[src/rtl/if_id_pipe_ctrl.sv]
// -----------------------------------------------------------------------------
// if_id_pipe_ctrl
//   IF/ID pipeline register plus the fetch-side hazard controller.
//   - Captures the fetched instruction and its PC into the ID stage each cycle.
//   - Registers the PC controller's flush request (inval_out) and returns it as
//     inval_in, so PC control knows the ID slot currently holds a bubble.
//   - Stalls fetch while a B/BR in ID waits on flags produced in EX, or while a
//     BR waits on its source register (EX writer, or MEM load).
//   - Latches HALT. Only rst leaves the halted state.
//
// Ports
//   clk, rst                 clock, synchronous active-high reset
//   IF_instr, IF_pc          instruction fetched this cycle and its address
//   inval_out                flush request from PC control (taken branch in ID)
//   ex_sets_flags            EX instruction writes Z/V/N at the end of this cycle
//   ex_rd_wr/ex_rd/ex_is_load      EX destination write info
//   mem_rd_wr/mem_rd/mem_is_load   MEM destination write info
//   ID_instr, ID_pc, ID_valid      contents of the ID slot
//   inval_in                 registered flush flag (one cycle per accepted flush)
//   pc_write_en              PC register may update this cycle
//   idex_bubble              ID/EX must load a bubble this cycle
//   stalled, halted          controller state visibility
// -----------------------------------------------------------------------------
module if_id_pipe_ctrl #(
    parameter logic [15:0] NOP_INSTR   = 16'h0000,
    parameter logic [15:0] RESET_PC    = 16'h0000,
    parameter logic [3:0]  HALT_OPCODE = 4'hF
) (
    input  logic        clk,
    input  logic        rst,
    input  logic [15:0] IF_instr,
    input  logic [15:0] IF_pc,
    input  logic        inval_out,
    input  logic        ex_sets_flags,
    input  logic        ex_rd_wr,
    input  logic [3:0]  ex_rd,
    input  logic        ex_is_load,
    input  logic        mem_rd_wr,
    input  logic [3:0]  mem_rd,
    input  logic        mem_is_load,
    output logic [15:0] ID_instr,
    output logic [15:0] ID_pc,
    output logic        ID_valid,
    output logic        inval_in,
    output logic        pc_write_en,
    output logic        idex_bubble,
    output logic        stalled,
    output logic        halted
);

    localparam logic [3:0] OP_B  = 4'hC;
    localparam logic [3:0] OP_BR = 4'hD;

    typedef enum logic [1:0] {
        ST_RUN    = 2'b00,
        ST_STALL  = 2'b01,
        ST_HALTED = 2'b10
    } state_t;

    state_t      state_r;
    state_t      state_nxt_s;
    logic [15:0] id_instr_r;
    logic [15:0] id_pc_r;
    logic        id_valid_r;
    logic        inval_in_r;

    logic [15:0] id_instr_nxt_s;
    logic [15:0] id_pc_nxt_s;
    logic        id_valid_nxt_s;
    logic        inval_in_nxt_s;

    logic [3:0]  op_s;
    logic [3:0]  rs_s;
    logic        is_b_s;
    logic        is_br_s;
    logic        hazard_s;
    logic        halt_det_s;
    logic        pc_write_en_s;
    logic        idex_bubble_s;

    // Decode the ID slot and evaluate the branch hazard and halt conditions.
    // An invalid (flushed) slot can raise neither.
    always_comb begin
        op_s    = id_instr_r[15:12];
        rs_s    = id_instr_r[7:4];
        is_b_s  = (op_s == OP_B);
        is_br_s = (op_s == OP_BR);
        hazard_s = id_valid_r & (
                       ((is_b_s | is_br_s) & ex_sets_flags)
                     | (is_br_s & ex_rd_wr & (ex_rd == rs_s))
                     | (is_br_s & mem_rd_wr & mem_is_load & (mem_rd == rs_s)));
        // An instruction in a slot just flushed by inval_in must not halt.
        halt_det_s = id_valid_r & (op_s == HALT_OPCODE) & ~inval_in_r;
    end

    // Per-cycle action in priority order: halt, flush, hazard, advance.
    // Outputs are combinational so a stall or halt drops pc_write_en in the
    // very cycle it is detected.
    always_comb begin
        state_nxt_s    = state_r;
        id_instr_nxt_s = id_instr_r;
        id_pc_nxt_s    = id_pc_r;
        id_valid_nxt_s = id_valid_r;
        inval_in_nxt_s = 1'b0;
        pc_write_en_s  = 1'b0;
        idex_bubble_s  = 1'b1;
        if (rst) begin
            // Register update is handled by the reset branch of the flops.
            pc_write_en_s = 1'b0;
            idex_bubble_s = 1'b1;
        end else if ((state_r == ST_HALTED) || halt_det_s) begin
            state_nxt_s   = ST_HALTED;
            pc_write_en_s = 1'b0;
            idex_bubble_s = 1'b1;
        end else if (inval_out && !inval_in_r) begin
            // The taken branch has resolved, so a flush outranks any hazard.
            state_nxt_s    = ST_RUN;
            id_instr_nxt_s = NOP_INSTR;
            id_pc_nxt_s    = IF_pc;
            id_valid_nxt_s = 1'b0;
            inval_in_nxt_s = 1'b1;
            pc_write_en_s  = 1'b1;
            idex_bubble_s  = 1'b0;
        end else if (hazard_s) begin
            state_nxt_s   = ST_STALL;
            pc_write_en_s = 1'b0;
            idex_bubble_s = 1'b1;
        end else begin
            // Normal advance; also covers a repeated inval_out while inval_in=1.
            state_nxt_s    = ST_RUN;
            id_instr_nxt_s = IF_instr;
            id_pc_nxt_s    = IF_pc;
            id_valid_nxt_s = 1'b1;
            pc_write_en_s  = 1'b1;
            idex_bubble_s  = 1'b0;
        end
    end

    // IF/ID register, flush flag and controller state.
    always_ff @(posedge clk) begin
        if (rst) begin
            state_r    <= ST_RUN;
            id_instr_r <= NOP_INSTR;
            id_pc_r    <= RESET_PC;
            id_valid_r <= 1'b0;
            inval_in_r <= 1'b0;
        end else begin
            state_r    <= state_nxt_s;
            id_instr_r <= id_instr_nxt_s;
            id_pc_r    <= id_pc_nxt_s;
            id_valid_r <= id_valid_nxt_s;
            inval_in_r <= inval_in_nxt_s;
        end
    end

    assign ID_instr    = id_instr_r;
    assign ID_pc       = id_pc_r;
    assign ID_valid    = id_valid_r;
    assign inval_in    = inval_in_r;
    assign pc_write_en = pc_write_en_s;
    assign idex_bubble = idex_bubble_s;
    assign stalled     = (state_r == ST_STALL);
    assign halted      = (state_r == ST_HALTED) & ~rst;

endmodule

[config.mk]
export PLATFORM = sky130hd
export DESIGN_NAME = if_id_pipe_ctrl
export DESIGN_NICKNAME = d
export VERILOG_FILES = /design/src/rtl/if_id_pipe_ctrl.sv
export SDC_FILE = /design/constraint.sdc
export NUM_CORES = 1
export LEC_CHECK = 0
export CORE_UTILIZATION = 35
export CTS_BUF_LIST = sky130_fd_sc_hd__clkbuf_2 sky130_fd_sc_hd__clkbuf_4 sky130_fd_sc_hd__clkbuf_8
export DETAILED_ROUTE_END_ITERATION = 7
export PLACE_DENSITY = 0.74
export SYNTH_ARGS = -nofsm -noshare
export SYNTH_HDL_FRONTEND = slang
export SYNTH_SLANG_ARGS = --single-unit
[constraint.sdc]
create_clock -name clk -period 2.72 [get_ports clk]
set_clock_uncertainty 0.2 [all_clocks]
set_input_delay 0.816 -clock clk [delete_from_list [all_inputs] [get_ports clk]]
set_output_delay 0.816 -clock clk [all_outputs]
set_load 0.02 [all_outputs]
=== After elaboration in Yosys (flattened, before gate mapping) ===
Cells that the tools add are included.

* Equality and inequality tests: 8
* Bitwise gates (word level): 16
* Reductions and logical operators: 6
* Muxes and demuxes: 18

{| class="wikitable"
|+ Operators by type and width
! cell !! number
|-
| 16-bit 2-to-1 mux || 4
|-
| 1-bit 2-to-1 mux || 13
|-
| 4-bit == test, second input constant || 3
|-
| 1-bit bitwise AND || 10
|-
| 4-bit == test || 2
|-
| 1-bit inverter || 3
|-
| 1-bit bitwise OR || 3
|-
| 3-bit OR reduction || 1
|-
| 2-bit by 1-bit == test with 1-bit output, second input constant || 1
|-
| 2-bit == test, second input constant || 1
|-
| 2-bit 2-to-1 mux || 1
|-
| 2-bit by 1-bit != test with 1-bit output, second input constant || 1
|-
| 2-bit AND reduction || 1
|-
| 2-bit OR reduction || 1
|-
| 1-bit logical AND || 1
|-
| 1-bit logical NOT || 1
|-
| 1-bit logical OR || 1
|}

* Flip-flop bits (word level): 36
* Logic and storage cells: 54
* Output and inout port bits: 38
* Bits of input ports: 48

=== Longest topological paths before layout ===
* Depth after elaboration: 10
* Gate-level depth with buffers: 8
* Gate-level depth less buffers: 6

=== Worst setup path after synthesis ===
No wires, ideal clock.

* Kind: input port to output port
* From: input ex_rd[1]
* To: output idex_bubble
* Stages on the path: 5
* Data required time: 1.704 ns
* Path slack: -0.092 ns
* Data arrival time: 1.796 ns
* Path buffers: 0
* Cells stage by stage: xor2_1 nor4_2 a21oi_1 and2_1 inv_1

* Cells in the longest elaborated chain, start to end: 9

{| class="wikitable"
|+ Ends and longest elaborated chain
! item !! line !! source
|-
| start: declaration || 36 || <nowiki>input logic [3:0] ex_rd,</nowiki>
|-
| 4-bit == test || 90 || <nowiki>| (is_br_s & ex_rd_wr & (ex_rd == rs_s))</nowiki>
|-
| 1-bit bitwise AND || 90 ||
|-
| 1-bit bitwise OR || 90 ||
|-
| 1-bit bitwise OR || 91 || <nowiki>| (is_br_s & mem_rd_wr & mem_is_load & (mem_rd == rs_s)));</nowiki>
|-
| 1-bit bitwise AND || 88 || <nowiki>hazard_s = id_valid_r & (</nowiki>
|-
| 1-bit 2-to-1 mux || 124 || <nowiki>end else if (hazard_s) begin</nowiki>
|-
| 1-bit 2-to-1 mux || 115 || <nowiki>end else if (inval_out && !inval_in_r) begin</nowiki>
|-
| 1-bit 2-to-1 mux || 111 || <nowiki>end else if ((state_r == ST_HALTED) || halt_det_s) begin</nowiki>
|-
| 1-bit 2-to-1 mux || 107 || <nowiki>if (rst) begin</nowiki>
|-
| end: declaration || 46 || <nowiki>output logic idex_bubble,</nowiki>
|}

No other way between the ends.

=== Worst setup path in the final report ===
* From: input inval_out
* To: output idex_bubble

* Cells in the longest elaborated chain, start to end: 4

{| class="wikitable"
|+ Ends and longest elaborated chain
! item !! line !! source
|-
| start: declaration || 33 || <nowiki>input logic inval_out,</nowiki>
|-
| 1-bit logical AND || 115 ||
|-
| 1-bit 2-to-1 mux || 115 ||
|-
| 1-bit 2-to-1 mux || 111 ||
|-
| 1-bit 2-to-1 mux || 107 ||
|}

No other way between the ends.

==> summary.txt <==
Min path
  • Hold depth: 2
  • Worst hold path startpoint: ID_instr[10]
  • Hold Path Sink: ID_instr[10]
  • HP Class: flip-flop to flip-flop

Logic synthesis
  • Commonest cells post-synth: dfxtp_1 (36), nor2_1 (23), mux2i_1 (16), nand2_1 (16), nand3b_1 (14)
  • Post-Syn Instances: approximately 170
  • Sequential area share after synthesis: between 40 and 50%
  • Synth area leader: dfxtp_1
  • Syn Std Cell Area: ~1500 um^2
  • Top cell type's share of synthesized area: a little under half
  • Largest cells by area after synthesis: dfxtp_1 (47%), mux2i_1 (10%), nand3b_1 (6.8%), nor2_1 (5.6%), o21ai_0 (4.2%)
  • Syn_area_per_cell: between 9 and 10 um^2
  • Post-synth cell types: 30
  • EDFF count, synth: 0
  • Count leader, synth: dfxtp_1
  • Post-Synth Simple-Gate Area: about a quarter
  • Ys async rst share: 0%
  • Number of warnings issued by yosys: 0
  • Largest family of logic cells by synthesized area: simple AND/OR/NAND/NOR gates
  • Ys flop type: dfxtp_1
  • Adder-cell share of the synthesized area: 0%
  • Post-synthesis xor/xnor area fraction: about 4.6%
  • Synth Area in Compound Gates: 8.639%
  • Post-synth net total: between 200 and 250
  • Synth Register Bits: 36
  • Mux cell area share after synthesis: a little over a tenth

Placement
  • Port Buffers: between 80 and 90
  • DP HPWL: about 3.1 mm
  • Dpl cells: 314
  • RePlAce Congestion: ~0.80
  • Area after DPL: 2564 um^2

Final layout
  • Layout Nets: between 300 and 400
  • Layout Area Growth over Synthesis: 87.86%
  • Inserted Diodes: 0
  • Fin cells: between 300 and 400
  • Core Util, Final: 70.08%
  • Layout cells sized above 1: between 20% and 30%
  • Design area: 2884 um^2

CTS
  • Root Buffer: clkbuf_8
  • Hold-fix buffers, CTS: 0
  • Sinks on Clock Net: 36
  • Htree depth: 2
  • Clk_lat worst skew: a little under 0.3 ns
  • Clk buf depth: 2
  • TritonCTS Buffers: 5
  • CTS tree: yes
  • Clock-pin slew on the worst setup and hold paths: about 0.070 ns

Timing
  • Worst Slack Setup Final: -0.1466 ns
  • Worst slew margin: approximately three fifths
  • Final setup violation count: 2
  • Period utilization: 105.4%
  • Fmax: between 0.3 and 0.4 GHz
  • Pins over their slew limit: 0
  • RSZ-0062 raised after global routing: true
  • Min cycle time layout: 2.867 ns
  • Hold Slack: approximately 0.28 ns
  • Worst-margin pin slew: between 0.5 and 0.6 ns
  • Fin. Hold Viols: 0

Die
  • Die area: roughly 4700 um^2
  • Die X-Extent: roughly 68 um
  • Row cnt: 23
  • IO Pins: between 80 and 90
  • Die height: around 68 um
  • Core area: around 4100 um^2
  • Initial Util: around 37%

Worst setup path
  • Worst endpoint required time: around 1.7 ns
  • R2r endpoint: state_r[0]
  • CP endpoint kind: output pin
  • Worst path max stage delay: roughly 0.27 ns
  • Worst-path maximum fanout: 3
  • Critical R2R Launch: ID_instr[5]
  • WS Path Type: input port to output pin
  • Crit-path cells: clkdlybuf4s15_2, nand2b_4, nand3_2, o31ai_4, a21oi_2, and2_4, inv_4, buf_6
  • Critical Path AT: between 1.5 and 2 ns
  • CP delay by family, top: buffers and inverters
  • CP startpoint kind: input port
  • CP Buf/Inv Count: 3
  • Slowest-stage cell, CP: o31ai_4
  • Worst r2r path cells: 13
  • R2R setup slack: just under 0.3 ns

Power and ir drop
  • Power, Total: 1298 uW
  • Part of the power in combinational logic: 19.4%
  • Internal Power: 983.9 uW
  • Sequential group share of total power: between 40% and 50%
  • Max IR drop VDD: around 0.00056 V
  • Pleak: 0.001136 uW
  • Switching part of the total: roughly a quarter
  • Switch Pwr: between 300 and 400 uW
  • Clock share of power: a little over a third
  • Pwr Density: approximately 450 nW/um^2

Detailed routing
  • Drt via density: 4.766
  • Vias: about 1600
  • Routed WL per cell: 13.51 um
  • Drt total wl: roughly 4.5 mm
  • DRC Markers: 0
  • Initial DRC Count: 86
  • Post-DRT Antenna Nets: 0
  • DR pass1 iterations: 4

Status
  • Violated checks: negative setup slack
  • Status: complete, but fails checks

Global routing
  • Vias in the first global route: about 1500
  • Global-route wire length before repair: approximately 6.7 mm
  • Largest net degree at the start of global routing: 32
  • Gr ovfl total: 0
  • Overall global routing resource usage: about a fifth
  • Initial antenna violation count: 0

Job
  • Max Cap Viol: 0
cells by family (layout without fill, tap and decap cells):
family | after synthesis | in the layout
AO/OA/AOI/OAI | 23 | 23
buffers and inverters | 13 | 129
XOR/XNOR | 8 | 8
multiplexers | 16 | 16
AND/OR/NAND/NOR | 72 | 72
flip-flops | 36 | 36
metal layers:
layer	wire [um]	share of wire (%)	up-vias	GRT usage, %
met4	97	2.2	0	8.854
met5	0	0	-	0
li1	-	-	800	-
met2	2232	49	54	34.68
met3	331	7.3	11	5.833
met1	1848	41	727	21.70
sequential cells by signal, indices dropped and copies added (netlist names):
| signal | count |
|---|---|
| ID_instr | 16 |
| ID_pc | 16 |
| state_r | 2 |
| ID_valid | 1 |
| inval_in | 1 |
cell type report:
cell class | instances | area (um^2)
Clock buffer | 6 | 76.32
Timing Repair Buffer | 118 | 1116
Sequential cell | 36 | 720.7
Inverter | 3 | 13.76
Fill cell | 328 | 1231
Clock inverter | 2 | 35.03
Multi-Input combinational cell | 119 | 859.6
Tap cell | 50 | 62.56
worst max path at each step:
| stage | startpoint | endpoint | slack [ns] | depth (start not counted) |
|---|---|---|---|---|
| after CTS | mem_rd[1] | idex_bubble | -0.16 | 8 |
| final | inval_out | idex_bubble | -0.15 | 8 |
| after global routing | ex_rd[2] | idex_bubble | -0.23 | 8 |
| after global placement | ex_rd[2] | idex_bubble | -1.03 | 8 |
| after detailed placement | ex_rd[2] | idex_bubble | -1.06 | 8 |
| after floorplan | ex_rd[2] | idex_bubble | -0.03 | 6 |
power by group through the flow:
| stage | sequential (uW) | clock (uW) | combinational (uW) |
|---|---|---|---|
| 2_1_floorplan | 617 | 0 | 54.2 |
| 3_3_place_gp | 582 | 0 | 238 |
| 3_5_place_dp | 583 | 0 | 240 |
| 4_1_cts | 572 | 488 | 244 |
| 5_1_grt | 577 | 513 | 270 |
| 6_report | 573 | 472 | 252 |
per-stage QoR:
stage	TNS [ns]	setup WS, ns
6_report	-0.2737	-0.1466
5_1_grt	-0.4358	-0.2321
4_1_cts	-0.2973	-0.1568
3_5_place_dp	-9.096	-1.056
3_3_place_gp	-7.874	-1.025
2_1_floorplan	-0.03495	-0.03495
cell usage in the layout, fill, tap and decap left out, types with 2 or more instances in the layout:
| cell | count |
|---|---|
| clkbuf_8 | 5 |
| buf_6 | 9 |
| nor2_1 | 21 |
| o21ai_1 | 3 |
| xor2_2 | 3 |
| mux2i_1 | 16 |
| nand4_1 | 3 |
| dfxtp_1 | 36 |
| buf_2 | 5 |
| nor3_1 | 2 |
| xnor2_2 | 5 |
| buf_4 | 28 |
| nor2_2 | 2 |
| nand3b_1 | 14 |
| clkdlybuf4s50_1 | 67 |
| dlygate4sd2_1 | 4 |
| nand2_1 | 16 |
| inv_1 | 2 |
| o21ai_0 | 13 |
| buf_12 | 2 |
| nand3_2 | 3 |
| nand3_1 | 2 |
what timing repair did:
item | in CTS | in global routing
pin swaps | 15 | 11
setup buffers | 12 | 3
endpoints found under the setup margin | 3 | 18
gates resized for setup | 70 | 11
cloned | 0 | 0
worst reg2reg max path, cell delays in order (launching register included):
cell and delay [ns]:
dfxtp_1 0.34, buf_4 0.16, xor2_2 0.18, nor4_4 0.34
a21oi_2 0.10, buf_4 0.14, buf_4 0.12, buf_4 0.12
buf_4 0.12, buf_6 0.10, buf_6 0.10, buf_6 0.10
buf_6 0.10, nor3_2 0.13
(Power assumes the default switching activity.)
